[src/rtl/axis_fifo_ctrl.sv]
// axis_fifo_ctrl: AXI-Stream FIFO of arbitrary depth with occupancy, almost-full
// and TLAST-beat count reporting. Output is first-word fall-through: the head
// entry is read combinationally from registered storage.
//
// Optional feature macro: AXIS_FIFO_PACKET_MODE_EN. When it is defined, the FIFO
// works store-and-forward: a packet is only offered downstream once its TLAST
// beat is stored. A packet larger than the FIFO is cut through instead.
//
// Ports:
//   clk, rst            clock, synchronous active-high reset
//   s_t*_i / s_tready_o slave stream (data, strb, keep, last, id, dest, user, valid)
//   m_t*_o / m_tready_i master stream, same fields
//   level_o             entries stored
//   almost_full_o       level_o >= AF_THRESH
//   pkt_count_o         stored beats carrying TLAST
module axis_fifo_ctrl #(
  parameter int DATA_WIDTH = 32,
  parameter int ID_WIDTH   = 4,
  parameter int DEST_WIDTH = 4,
  parameter int USER_WIDTH = 4,
  parameter int DEPTH      = 8,
  parameter int AF_THRESH  = DEPTH - 2,
  localparam int KW = DATA_WIDTH / 8,
  localparam int LW = $clog2(DEPTH + 1)
) (
  input  logic                  clk,
  input  logic                  rst,
  input  logic [DATA_WIDTH-1:0] s_tdata_i,
  input  logic [KW-1:0]         s_tstrb_i,
  input  logic [KW-1:0]         s_tkeep_i,
  input  logic                  s_tlast_i,
  input  logic [ID_WIDTH-1:0]   s_tid_i,
  input  logic [DEST_WIDTH-1:0] s_tdest_i,
  input  logic [USER_WIDTH-1:0] s_tuser_i,
  input  logic                  s_tvalid_i,
  output logic                  s_tready_o,
  output logic [DATA_WIDTH-1:0] m_tdata_o,
  output logic [KW-1:0]         m_tstrb_o,
  output logic [KW-1:0]         m_tkeep_o,
  output logic                  m_tlast_o,
  output logic [ID_WIDTH-1:0]   m_tid_o,
  output logic [DEST_WIDTH-1:0] m_tdest_o,
  output logic [USER_WIDTH-1:0] m_tuser_o,
  output logic                  m_tvalid_o,
  input  logic                  m_tready_i,
  output logic [LW-1:0]         level_o,
  output logic                  almost_full_o,
  output logic [LW-1:0]         pkt_count_o
);

  localparam int PW = $clog2(DEPTH);
  localparam logic [LW-1:0] FULL  = LW'(DEPTH);
  localparam logic [LW-1:0] AFT   = LW'(AF_THRESH);
  localparam logic [PW-1:0] PLAST = PW'(DEPTH - 1);

  typedef struct packed {
    logic                  last;
    logic [USER_WIDTH-1:0] user;
    logic [DEST_WIDTH-1:0] dest;
    logic [ID_WIDTH-1:0]   id;
    logic [KW-1:0]         keep;
    logic [KW-1:0]         strb;
    logic [DATA_WIDTH-1:0] data;
  } ent_t;

  ent_t          mem_q [DEPTH];
  ent_t          wr_ent, rd_ent;
  logic [PW-1:0] wp_q, wp_d, rp_q, rp_d;
  logic [LW-1:0] level_q, level_d, pkt_q, pkt_d;
  logic          push, pop, push_l, pop_l, out_ok;

  assign wr_ent = '{last: s_tlast_i, user: s_tuser_i, dest: s_tdest_i, id: s_tid_i,
                    keep: s_tkeep_i, strb: s_tstrb_i, data: s_tdata_i};
  assign rd_ent = mem_q[rp_q];

  // A pop while full does not open the input in the same cycle: ready is
  // derived from registered level only.
  assign s_tready_o = !rst && (level_q != FULL);
  assign push       = s_tvalid_i && s_tready_o;
  assign pop        = m_tvalid_o && m_tready_i;
  assign push_l     = push && s_tlast_i;
  assign pop_l      = pop && rd_ent.last;

  always_comb begin
    wp_d    = wp_q;
    rp_d    = rp_q;
    level_d = level_q;
    pkt_d   = pkt_q;
    // Explicit wrap so any DEPTH works, not just powers of two.
    if (push) wp_d = (wp_q == PLAST) ? '0 : wp_q + 1'b1;
    if (pop)  rp_d = (rp_q == PLAST) ? '0 : rp_q + 1'b1;
    case ({push, pop})
      2'b10:   level_d = level_q + 1'b1;
      2'b01:   level_d = level_q - 1'b1;
      default: ;
    endcase
    case ({push_l, pop_l})
      2'b10:   pkt_d = pkt_q + 1'b1;
      2'b01:   pkt_d = pkt_q - 1'b1;
      default: ;
    endcase
  end

  always_ff @(posedge clk) begin
    if (rst) begin
      wp_q    <= '0;
      rp_q    <= '0;
      level_q <= '0;
      pkt_q   <= '0;
    end else begin
      wp_q    <= wp_d;
      rp_q    <= rp_d;
      level_q <= level_d;
      pkt_q   <= pkt_d;
    end
  end

  // Storage is not reset; stale contents are unreachable once pointers clear.
  always_ff @(posedge clk) begin
    if (push) mem_q[wp_q] <= wr_ent;
  end

`ifdef AXIS_FIFO_PACKET_MODE_EN
  logic rel_q, rel_d, full_nolast;

  // Full with no complete packet inside can never gain a TLAST on its own:
  // cut through until the oversize packet's last beat leaves.
  assign full_nolast = (level_q == FULL) && (pkt_q == '0);

  always_comb begin
    rel_d = rel_q;
    if (pop_l)            rel_d = 1'b0;
    else if (full_nolast) rel_d = 1'b1;
  end

  always_ff @(posedge clk) begin
    if (rst) rel_q <= 1'b0;
    else     rel_q <= rel_d;
  end

  // full_nolast is ORed in so the head is offered in the same cycle the
  // release condition appears rather than one cycle later.
  assign out_ok = (pkt_q != '0) || rel_q || full_nolast;
`else
  assign out_ok = 1'b1;
`endif

  assign m_tvalid_o    = !rst && (level_q != '0) && out_ok;
  assign m_tdata_o     = rd_ent.data;
  assign m_tstrb_o     = rd_ent.strb;
  assign m_tkeep_o     = rd_ent.keep;
  assign m_tlast_o     = rd_ent.last;
  assign m_tid_o       = rd_ent.id;
  assign m_tdest_o     = rd_ent.dest;
  assign m_tuser_o     = rd_ent.user;

  assign level_o       = rst ? '0 : level_q;
  assign pkt_count_o   = rst ? '0 : pkt_q;
  assign almost_full_o = !rst && (level_q >= AFT);

endmodule

[config.mk]
export PLATFORM = sky130hd
export DESIGN_NAME = axis_fifo_ctrl
export DESIGN_NICKNAME = d
export VERILOG_FILES = /design/src/rtl/axis_fifo_ctrl.sv
export SDC_FILE = /design/constraint.sdc
export NUM_CORES = 1
export LEC_CHECK = 0
export BUFFER_PORTS_ARGS = -buffer_cell sky130_fd_sc_hd__buf_2
export CORE_ASPECT_RATIO = 1.4
export CORE_MARGIN = 2
export CORE_UTILIZATION = 45
export CTS_CLUSTER_DIAMETER = 30
export CTS_CLUSTER_SIZE = 16
export DETAILED_ROUTE_END_ITERATION = 12
export MAX_ROUTING_LAYER = met4
export SYNTH_ARGS = -nofsm -noshare
export SYNTH_HDL_FRONTEND = slang
export SYNTH_SLANG_ARGS = --single-unit
[constraint.sdc]
create_clock -name clk -period 12.2 [get_ports clk]
set_input_delay 3.05 -clock clk [delete_from_list [all_inputs] [get_ports clk]]
set_output_delay 3.05 -clock clk [all_outputs]
set_load 0.02 [all_outputs]
== Yosys cells after proc, flatten, opt, wreduce, memory -nomap -nowiden ==
Memories as Yosys holds them, arrays and structs flattened. A register that Yosys moved wholly into a read port is not among the register bits.
Index checks and enable logic that the tools add are counted.
Storage, ports and cells
  memory bits (read-only): 0
  logic and storage cells: 40
  bits in latches: 0
  memories: 1
  output and inout port bits: 64
  bits of input ports: 57
  bits in writable memories: 424
  register bits: 14
Memory list
  mem_q: depth 8, width 53, read ports 1, clocked after Yosys merged registers in 1, write ports 1, line 66  | ent_t mem_q [DEPTH];
Operators by class
  add/sub/neg operators: 6
  bitwise logic cells: 0
  $lt $le $gt $ge: 1
  shifts and indexed selects: 0
  divide/modulo/power cells: 0
  reductions and logical operators: 11
  equality and inequality tests: 7
  muxes and demuxes: 10
  multipliers: 0
Operator list (number)
  $pmux 4 s2: 2
  $mux 3: 4
  $add 4x1->4 const B: 2
  $mux 4: 2
  $sub 4x1->4 const B: 2
  $logic_and 1x1->1: 7
  $add 3x1->3 const B: 2
  $eq 3x3->1 const B: 2
  $eq 2x1->1 const B: 2
  $eq 2x2->1 const B: 2
  $ge 4x3->1 const B: 1
  $ne 4x4->1 const B: 1
  $reduce_bool 2->1: 2
  $reduce_bool 4->1: 1
  $mux 1: 2
  $logic_not 1->1: 1

== Depth between registers and ports, before layout ==
Gate-level depths: netlist of run 1.
  depth in word-level cells: 6
  gate-level depth with buffers: 11
  mapped depth without buffers: 10

== Worst setup path before layout of run 1 ==
Ideal clock, no wire load.
  path type: input -> register
  from: input rst
  to: memory mem_q[2][0] (netlist name), enable pin
  required time: 11586 ps
  library setup time: 614 ps
  buffers on the path: 1
  stages: 4
  data arrival time: 9129 ps
  setup slack: 2457 ps
  path through: clkbuf_1 > a211oi_4 > inv_2 > nor4b_1
On the way
  longest elaborated chain between the ends: 5
Ends and longest elaborated chain
  from (decl): line 27  | input logic rst,
  $logic_not 1->1: line 78  | assign s_tready_o = !rst && (level_q != FULL);
  $logic_and 1x1->1: line 78
  $logic_and 1x1->1: line 79  | assign push = s_tvalid_i && s_tready_o;
  $mux 1: line 120  | if (push) mem_q[wp_q] <= wr_ent;
  $mux 1 (implied by the code): line 120
  to (decl): line 66
No other way between the ends.

== Worst setup path after layout of run 1 ==
  from: input rst
  to: output almost_full_o
On the way
  longest elaborated chain between the ends: 2
Ends and longest elaborated chain
  $logic_not 1->1: line 159  | assign almost_full_o = !rst && (level_q >= AFT);
  $logic_and 1x1->1: line 159
  to (decl): line 47  | output logic almost_full_o,
No other way between the ends.

==> impl_metrics.prom, run 1 <==
# TYPE chip_impl_metric gauge
chip_impl_info{name="outcome",value="finished, final reports clean"} 1
chip_impl_metric{name="r2r_setup_slack",unit="ns"} 8.04
chip_impl_metric{name="rows",unit=""} 84
chip_impl_metric{name="synth_area_per_cell",unit="µm²"} 23.2
chip_impl_metric{name="dpl.cell_count",unit=""} 1307
chip_impl_metric{name="synth_async_sr_flop_share",unit=""} 0
chip_impl_info{name="root_buffer",value="sky130_fd_sc_hd__clkbuf_16"} 1
chip_impl_metric{name="router_iterations_before_antenna_repair",unit=""} 6
chip_impl_metric{name="half_perimeter_wire_length_after_placement",unit="mm"} 16.8
chip_impl_metric{name="drt-initial-drc-count",unit=""} 462
chip_impl_info{name="worst_setup_path_startpoint",value="rst"} 1
chip_impl_metric{name="final_hold_viol_count",unit=""} 0
chip_impl_metric{name="detailroute.via_count",unit=""} 7779
chip_impl_metric{name="die_y",unit="µm"} 234
chip_impl_metric{name="netlist_instances",unit=""} 732
chip_impl_metric{name="finClkSkew",unit="ns"} 0.0271
chip_impl_metric{name="drive_above_1_share",unit=""} 0.427
chip_impl_info{name="critPathLaunchType",value="primary input"} 1
chip_impl_info{name="tritoncts",value="yes"} 1
chip_impl_metric{name="floorplan.initialDensity",unit=""} 0.454
chip_impl_info{name="ys_dominant_reg_cell",value="sky130_fd_sc_hd__edfxtp_1"} 1
chip_impl_metric{name="cts.htree.levels",unit=""} 3
chip_impl_metric{name="die-width",unit="µm"} 168
chip_impl_metric{name="routed_wire_length_per_instance",unit="µm"} 23.0
chip_impl_metric{name="finalMaxSlewViolations",unit=""} 0
chip_impl_metric{name="max_clock_freq",unit="MHz"} 144
chip_impl_metric{name="syn_area",unit="µm²"} 17000
chip_impl_metric{name="final.hold.worst_slack",unit="ns"} 0.510
chip_impl_metric{name="worst_ep_required_time",unit="ns"} 9.15
chip_impl_metric{name="min_period",unit="ns"} 6.95
chip_impl_metric{name="buffer_ports.inserted",unit=""} 120
chip_impl_metric{name="switching_share",unit=""} 0.222
chip_impl_metric{name="arrival",unit="ns"} 3.90
chip_impl_metric{name="period_share",unit=""} 0.569
chip_impl_metric{name="area.growth.synth_to_final",unit="%"} 19.7
chip_impl_metric{name="ioPinCount",unit=""} 121
chip_impl_info{name="slowest_stage",value="sky130_fd_sc_hd__buf_2"} 1
chip_impl_metric{name="place_congestion",unit=""} 0.695
chip_impl_metric{name="syn-num-nets",unit=""} 800
chip_impl_metric{name="share_of_synthesized_area_occupied_by_flip_flops_and_latches",unit=""} 0.770
chip_impl_metric{name="top_fanout_value_on_the_critical_path",unit=""} 26
chip_impl_metric{name="tightest_slew",unit="ns"} 1.03
chip_impl_metric{name="yosys_warnings",unit=""} 0
chip_impl_metric{name="post_synth_num_cell_types",unit=""} 35
chip_impl_metric{name="p_int",unit="mW"} 2.96
chip_impl_metric{name="power_frac_comb",unit=""} 0.073
chip_impl_metric{name="cts.sinks",unit=""} 441
chip_impl_metric{name="critical-path-max-stage-delay",unit="ns"} 0.38
chip_impl_metric{name="overflow_left_after_global_routing",unit=""} 0
chip_impl_info{name="timing.hold.worst.start",value="rp_q[2]$_SDFFE_PP0N_"} 1
chip_impl_metric{name="power.share.sequential",unit=""} 0.448
chip_impl_metric{name="worst_r2r_path_depth",unit=""} 10
chip_impl_metric{name="stdcell_count",unit=""} 1433
chip_impl_info{name="worst-setup-path-type",value="primary input to output pin"} 1
chip_impl_metric{name="clk_latency",unit="ns"} 0.58
chip_impl_metric{name="final_tns_setup",unit="ns"} 0
chip_impl_info{name="worst_path_most_repeated_cell",value="sky130_fd_sc_hd__buf_2"} 1
chip_impl_metric{name="design.core.area",unit="µm²"} 37400
chip_impl_metric{name="routed_wl",unit="mm"} 32.9
chip_impl_metric{name="grt_antenna_before_repair",unit=""} 7
chip_impl_metric{name="switchingPower",unit="µW"} 847
chip_impl_metric{name="cts.repair.resized",unit=""} 0
chip_impl_info{name="critical_path.endpoint_type",value="output pin"} 1
chip_impl_metric{name="power_density",unit="nW/µm²"} 188
chip_impl_metric{name="max_cap_violations",unit=""} 0
chip_impl_metric{name="final_antenna_net_count",unit=""} 0
chip_impl_metric{name="p_leak",unit="nW"} 6.68
chip_impl_metric{name="cts_post_setup_buffers_inserted",unit=""} 0
chip_impl_metric{name="synth_enable_flop_cells",unit=""} 424
chip_impl_metric{name="clock_power_share",unit=""} 0.478
chip_impl_metric{name="grt_pass1_vias",unit=""} 8467
chip_impl_metric{name="first_pass_grt_wire_length",unit="mm"} 49.7
chip_impl_metric{name="grt_usage",unit=""} 0.177
chip_impl_metric{name="max-clock-path-buffers",unit=""} 3
chip_impl_info{name="min-delay-path-class",value="flip-flop to flip-flop"} 1
chip_impl_metric{name="drc",unit=""} 0
chip_impl_metric{name="cts-buffers-inserted",unit=""} 66
chip_impl_metric{name="nNetsFinal",unit=""} 970
chip_impl_metric{name="route.detailed.vias_per_inst",unit=""} 5.43
chip_impl_metric{name="setup_viol_count_final",unit=""} 0
chip_impl_metric{name="grt_start_max_net_pins",unit=""} 65
chip_impl_metric{name="slew_headroom",unit=""} 0.315
chip_impl_info{name="timing.critical_path.to",value="almost_full_o"} 1
chip_impl_metric{name="irDropWorstVdd",unit="V"} 0.000104
chip_impl_metric{name="design.die.area",unit="µm²"} 39300
chip_impl_metric{name="flip_flop_and_latch_count_after_synthesis",unit=""} 441
chip_impl_info{name="rsz_0062_raised_after_global_routing",value="false"} 1
chip_impl_metric{name="clk_transition_reported_paths",unit="ns"} 0.05
chip_impl_info{name="reg2reg_to",value="pkt_q[3]$_SDFFE_PP0P_"} 1
chip_impl_metric{name="holdBufCountCts",unit=""} 0
chip_impl_info{name="crit_path_cell_trace",value="buf_2, nor2b_1, a21o_1, buf_2"} 1
[sequential cells by signal, summed over array words and instances, names as in the netlist, named ones only]
signal   flops
mem_q      424
level_q      4
pkt_q        4
rp_q         3
wp_q         3
[worst max-delay path, delay by kind of cell]
family          cells  cell delay [ns]
simple gates        1             0.14
compound gates      1             0.17
buf+inv             2             0.53
[routing by layer]
layer,part of all wire,track usage,routed length (µm)
met1,0.42,0.219,14000
met2,0.51,0.288,16900
met3,0.045,0.0380,1500
met4,0.018,0.0709,598
met5,0,-,0
[per-stage QoR]
step | instance area (µm²) | util | power [mW] | setup slack [ns]
6_report | 20300 | 0.543 | 3.81 | 5.25
5_1_grt | 20300 | 0.543 | 3.94 | 5.15
4_1_cts | 20300 | 0.543 | 3.86 | 5.26
3_5_place_dp | 18100 | 0.484 | 2.03 | 5.26
3_3_place_gp | 18100 | 0.484 | 2.02 | 5.28
2_1_floorplan | 17000 | - | 1.95 | 2.46
[layout make-up]
class	count	area, µm²
Inverter	5	18.8
Clock buffer	77	1740
Tap cell	473	592
Antenna cell	7	17.5
Timing Repair Buffer	138	736
Fill cell	2839	17100
Sequential cell	441	13100
Clock inverter	42	445
Multi-Input combinational cell	250	3690
[power groups by stage]
stage	registers [mW]	logic [mW]	clock network, mW
final	1.71	0.280	1.82
after CTS	1.71	0.288	1.86
after detailed placement	1.74	0.287	0
after floorplan	1.72	0.227	0
after global placement	1.74	0.284	0
after global routing	1.71	0.304	1.93
[worst min-delay path by stage]
stage | to | slack [ns] | cells past startpoint
final | flip-flop | 0.51 | 2
after global placement | flip-flop | 0.50 | 2
after detailed placement | flip-flop | 0.51 | 2
after floorplan | flip-flop | 0.48 | 2
after global routing | pkt_q[3]$_SDFFE_PP0P_ | 0.56 | 2
after CTS | flip-flop | 0.52 | 2
[kinds of logic after synthesis]
logic type / share of synthesized area
AO/OA/AOI/OAI: 0.00649
XOR/XNOR: 0.00258
adder cells (fa/ha/maj): 0.00855
buffers and inverters: 0.0150
flip-flops: 0.770
multiplexers: 0.180
AND/OR/NAND/NOR: 0.0167
[cell usage in the layout, fill, tap and decap left out, drive strengths merged]
cell type / count
fa: 1
a21oi: 6
nand2b: 3
o22ai: 1
nor2b: 6
mux4: 106
nand3b: 2
a22o: 1
a211oi: 1
nor2: 18
a21o: 2
or4: 1
and2: 1
ha: 10
clkbuf: 77
clkinvlp: 5
dfxtp: 17
a32o: 1
bufinv: 5
mux2: 55
edfxtp: 424
xor2: 5
nor4: 2
diode: 7
buf: 138
nor3b: 4
or3: 1
inv: 17
nor3: 3
mux2i: 2
nor4b: 2
nand2: 12
o21ai: 4
clkinv: 20
[Yosys cell counts, types with 2 or more instances]
| cell | instances | share of area |
|---|---|---|
| sky130_fd_sc_hd__nor4b_1 | 2 | 0.0010 |
| sky130_fd_sc_hd__xor2_1 | 5 | 0.0026 |
| sky130_fd_sc_hd__nor4_1 | 2 | 0.00074 |
| sky130_fd_sc_hd__nand2_1 | 12 | 0.0027 |
| sky130_fd_sc_hd__nor2_1 | 18 | 0.0040 |
| sky130_fd_sc_hd__dfxtp_1 | 17 | 0.020 |
| sky130_fd_sc_hd__mux4_2 | 97 | 0.13 |
| sky130_fd_sc_hd__nor2b_1 | 6 | 0.0022 |
| sky130_fd_sc_hd__mux4_1 | 9 | 0.014 |
| sky130_fd_sc_hd__nand3b_1 | 2 | 0.00088 |
| sky130_fd_sc_hd__edfxtp_1 | 424 | 0.75 |
| sky130_fd_sc_hd__buf_2 | 12 | 0.0035 |
| sky130_fd_sc_hd__ha_1 | 10 | 0.0074 |
| sky130_fd_sc_hd__inv_1 | 4 | 0.00088 |
| sky130_fd_sc_hd__nor3_1 | 3 | 0.00088 |
| sky130_fd_sc_hd__nor3b_1 | 3 | 0.0013 |
| sky130_fd_sc_hd__o21ai_0 | 4 | 0.0012 |
| sky130_fd_sc_hd__buf_12 | 3 | 0.0035 |
| sky130_fd_sc_hd__nand2b_1 | 3 | 0.0011 |
| sky130_fd_sc_hd__mux2i_1 | 2 | 0.0012 |
| sky130_fd_sc_hd__mux2_2 | 55 | 0.036 |
| sky130_fd_sc_hd__a21o_1 | 2 | 0.00088 |
| sky130_fd_sc_hd__buf_6 | 5 | 0.0033 |
| sky130_fd_sc_hd__a21oi_1 | 6 | 0.0018 |
| sky130_fd_sc_hd__clkbuf_1 | 16 | 0.0035 |
Power figures use the tool's default switching activity.
==> inputs of run 2 (changes only) <==
Clock period 12.2 ns to 6 ns, I/O delays scaled along.
==> run 2 against run 1 <==
Cell count increased by 0.21%. Sequential power increased by 100%. Via count decreased by 0.66%. Clock-buffer cell count rose by 1. Critical endpoint is now m_tdata_o[15].
==> impl_metrics.prom, run 2 (same netlist as run 1, synthesis figures left out) <==
# TYPE chip_impl_metric gauge
chip_impl_metric{name="top_fanout_value_on_the_critical_path",unit=""} 42
chip_impl_info{name="critPathLaunchType",value="flip-flop"} 1
chip_impl_metric{name="cts_post_setup_buffers_inserted",unit=""} 0
chip_impl_metric{name="detailroute.via_count",unit=""} 7728
chip_impl_metric{name="power_density",unit="nW/µm²"} 393
chip_impl_info{name="critical_path.endpoint_type",value="output pin"} 1
chip_impl_metric{name="nNetsFinal",unit=""} 973
chip_impl_metric{name="die_y",unit="µm"} 234
chip_impl_metric{name="worst_ep_required_time",unit="ns"} 4.50
chip_impl_metric{name="max_clock_freq",unit="MHz"} 226
chip_impl_metric{name="setup_viol_count_final",unit=""} 0
chip_impl_info{name="min-delay-path-class",value="flip-flop to flip-flop"} 1
chip_impl_metric{name="design.die.area",unit="µm²"} 39300
chip_impl_metric{name="router_iterations_before_antenna_repair",unit=""} 4
chip_impl_metric{name="p_leak",unit="nW"} 6.81
chip_impl_info{name="cpLargestDelayFamily",value="flip-flops"} 1
chip_impl_metric{name="rows",unit=""} 84
chip_impl_metric{name="ioPinCount",unit=""} 121
chip_impl_metric{name="final_tns_setup",unit="ns"} 0
chip_impl_info{name="worst-setup-path-type",value="flip-flop to output pin"} 1
chip_impl_metric{name="overflow_left_after_global_routing",unit=""} 0
chip_impl_metric{name="drive_above_1_share",unit=""} 0.435
chip_impl_metric{name="final_hold_viol_count",unit=""} 0
chip_impl_metric{name="design.core.area",unit="µm²"} 37400
chip_impl_metric{name="first_pass_grt_wire_length",unit="mm"} 48.9
chip_impl_metric{name="routed_wl",unit="mm"} 32.2
chip_impl_metric{name="cts.htree.levels",unit=""} 3
chip_impl_info{name="busiest_layer",value="met2"} 1
chip_impl_info{name="crit_path_cell_trace",value="buf_4, mux4_2, mux2_2, buf_2"} 1
chip_impl_metric{name="post-layout-total-power",unit="mW"} 8.10
chip_impl_metric{name="area.growth.synth_to_final",unit="%"} 21.3
chip_impl_metric{name="finalMaxSlewViolations",unit=""} 0
chip_impl_metric{name="half_perimeter_wire_length_after_placement",unit="mm"} 16.5
chip_impl_metric{name="cts-buffers-inserted",unit=""} 70
chip_impl_metric{name="max_cap_violations",unit=""} 0
chip_impl_info{name="rsz_0062_raised_after_global_routing",value="false"} 1
chip_impl_info{name="root_buffer",value="sky130_fd_sc_hd__clkbuf_16"} 1
chip_impl_metric{name="buffer_ports.inserted",unit=""} 120
chip_impl_metric{name="drt-initial-drc-count",unit=""} 554
chip_impl_info{name="tritoncts",value="yes"} 1
chip_impl_metric{name="place_congestion",unit=""} 0.677
chip_impl_info{name="regMostFlops",value="mem_q"} 1
chip_impl_metric{name="grt_pass1_vias",unit=""} 8378
chip_impl_metric{name="grt_usage",unit=""} 0.175
chip_impl_metric{name="cts.repair.resized",unit=""} 0
chip_impl_metric{name="use_met2",unit=""} 0.293
chip_impl_metric{name="floorplan.initialDensity",unit=""} 0.454
chip_impl_metric{name="clk_transition_reported_paths",unit="ns"} 0.04
chip_impl_metric{name="finClkSkew",unit="ns"} 0.0155
chip_impl_metric{name="holdBufCountCts",unit=""} 0
chip_impl_metric{name="cts.sinks",unit=""} 441
chip_impl_metric{name="globalRouteMet3Util",unit=""} 0.0405
chip_impl_metric{name="irDropWorstVdd",unit="V"} 0.000244
chip_impl_metric{name="critical-path-max-stage-delay",unit="ns"} 0.93
chip_impl_info{name="layout_top_registers",value="mem_q x424, level_q x4, pkt_q x4"} 1
chip_impl_info{name="slowest_stage",value="sky130_fd_sc_hd__dfxtp_4"} 1
chip_impl_metric{name="die-width",unit="µm"} 168
chip_impl_info{name="final_cell_mix",value="424 x sky130_fd_sc_hd__edfxtp_1, 120 x sky130_fd_sc_hd__buf_2, 97 x sky130_fd_sc_hd__mux4_2"} 1
chip_impl_metric{name="drc",unit=""} 0
chip_impl_metric{name="grt_antenna_before_repair",unit=""} 4
chip_impl_metric{name="grt_start_max_net_pins",unit=""} 58
chip_impl_metric{name="largest_register_ff_count",unit=""} 424
chip_impl_metric{name="arrival",unit="ns"} 2.92
chip_impl_metric{name="met1_usage",unit=""} 0.208
chip_impl_metric{name="dpl_worst_slack",unit="ns"} 2.06
chip_impl_metric{name="min_period",unit="ns"} 4.42
chip_impl_metric{name="routed_wire_length_per_instance",unit="µm"} 22.4
chip_impl_metric{name="slew_headroom",unit=""} 0.335
chip_impl_metric{name="tightest_slew",unit="ns"} 0.997
chip_impl_metric{name="max-clock-path-buffers",unit=""} 3
chip_impl_metric{name="fill_cells",unit=""} 2830
chip_impl_metric{name="cp.buffers_inverters",unit=""} 2
chip_impl_metric{name="final_antenna_net_count",unit=""} 0
chip_impl_info{name="outcome",value="finished, final reports clean"} 1
chip_impl_metric{name="clk_latency",unit="ns"} 0.57
chip_impl_info{name="layout.cells.most_common",value="sky130_fd_sc_hd__edfxtp_1"} 1
chip_impl_metric{name="route.detailed.vias_per_inst",unit=""} 5.38
chip_impl_metric{name="period_share",unit=""} 0.737
chip_impl_metric{name="fin_ws",unit="ns"} 1.58
run 2: changes by cell type in the layout (fill, tap and decap cells not counted), sizes merged:
cell      delta
buf          -1
bufinv       +2
clkbuf       +1
clkinvlp     -1
diode        -3
inv          +5
run 2: final timing paths:
kind	start	depth (start not counted)	end	slack, ns
min reg2reg	rp_q[2]$_SDFFE_PP0N_	2	flip-flop	0.50
max	flip-flop	4	m_tdata_o[15]	1.58
max reg2reg	flip-flop	10	pkt_q[3]$_SDFFE_PP0P_	2.20
min	rp_q[2]$_SDFFE_PP0N_	2	flip-flop	0.50
run 2: per-layer routing:
| layer | part of all wire | vias up |
|---|---|---|
| met4 | 0.020 | 0 |
| met3 | 0.056 | 48 |
| met5 | 0 | - |
| li1 | - | 3452 |
| met2 | 0.52 | 196 |
| met1 | 0.41 | 4032 |
run 2: report_power, final:
group          switching, mW  leakage, nW  internal (mW)
Clock                   1.45         1.17           2.59
Combinational          0.286         1.66          0.288
Sequential            0.0551         3.97           3.42
Total                   1.79         6.81           6.30
run 2: layout make-up:
class | count | area [µm²] | area share
Antenna cell | 4 | 10.0 | 0.000486
Clock buffer | 78 | 1870 | 0.0907
Multi-Input combinational cell | 250 | 3720 | 0.180
Clock inverter | 48 | 552 | 0.0268
Inverter | 5 | 18.8 | 0.000911
Timing Repair Buffer | 137 | 753 | 0.0366
Tap cell | 473 | 592 | 0.0287
Sequential cell | 441 | 13100 | 0.635
run 2: through the flow:
step	std cells	utilization	instance area (µm²)	hold WS, ns
floorplan	732	-	17000	0.476
global placement	1306	0.485	18200	0.516
detailed placement	1306	0.485	18200	0.499
CTS	1432	0.550	20600	0.507
global route	1436	0.550	20600	0.564
finish	1436	0.550	20600	0.496
run 2: worst min-delay path, stage by stage (launching register included):
cell and delay, ns:
sky130_fd_sc_hd__dfxtp_1 0.31, sky130_fd_sc_hd__nand2b_1 0.06, sky130_fd_sc_hd__o21ai_0 0.08
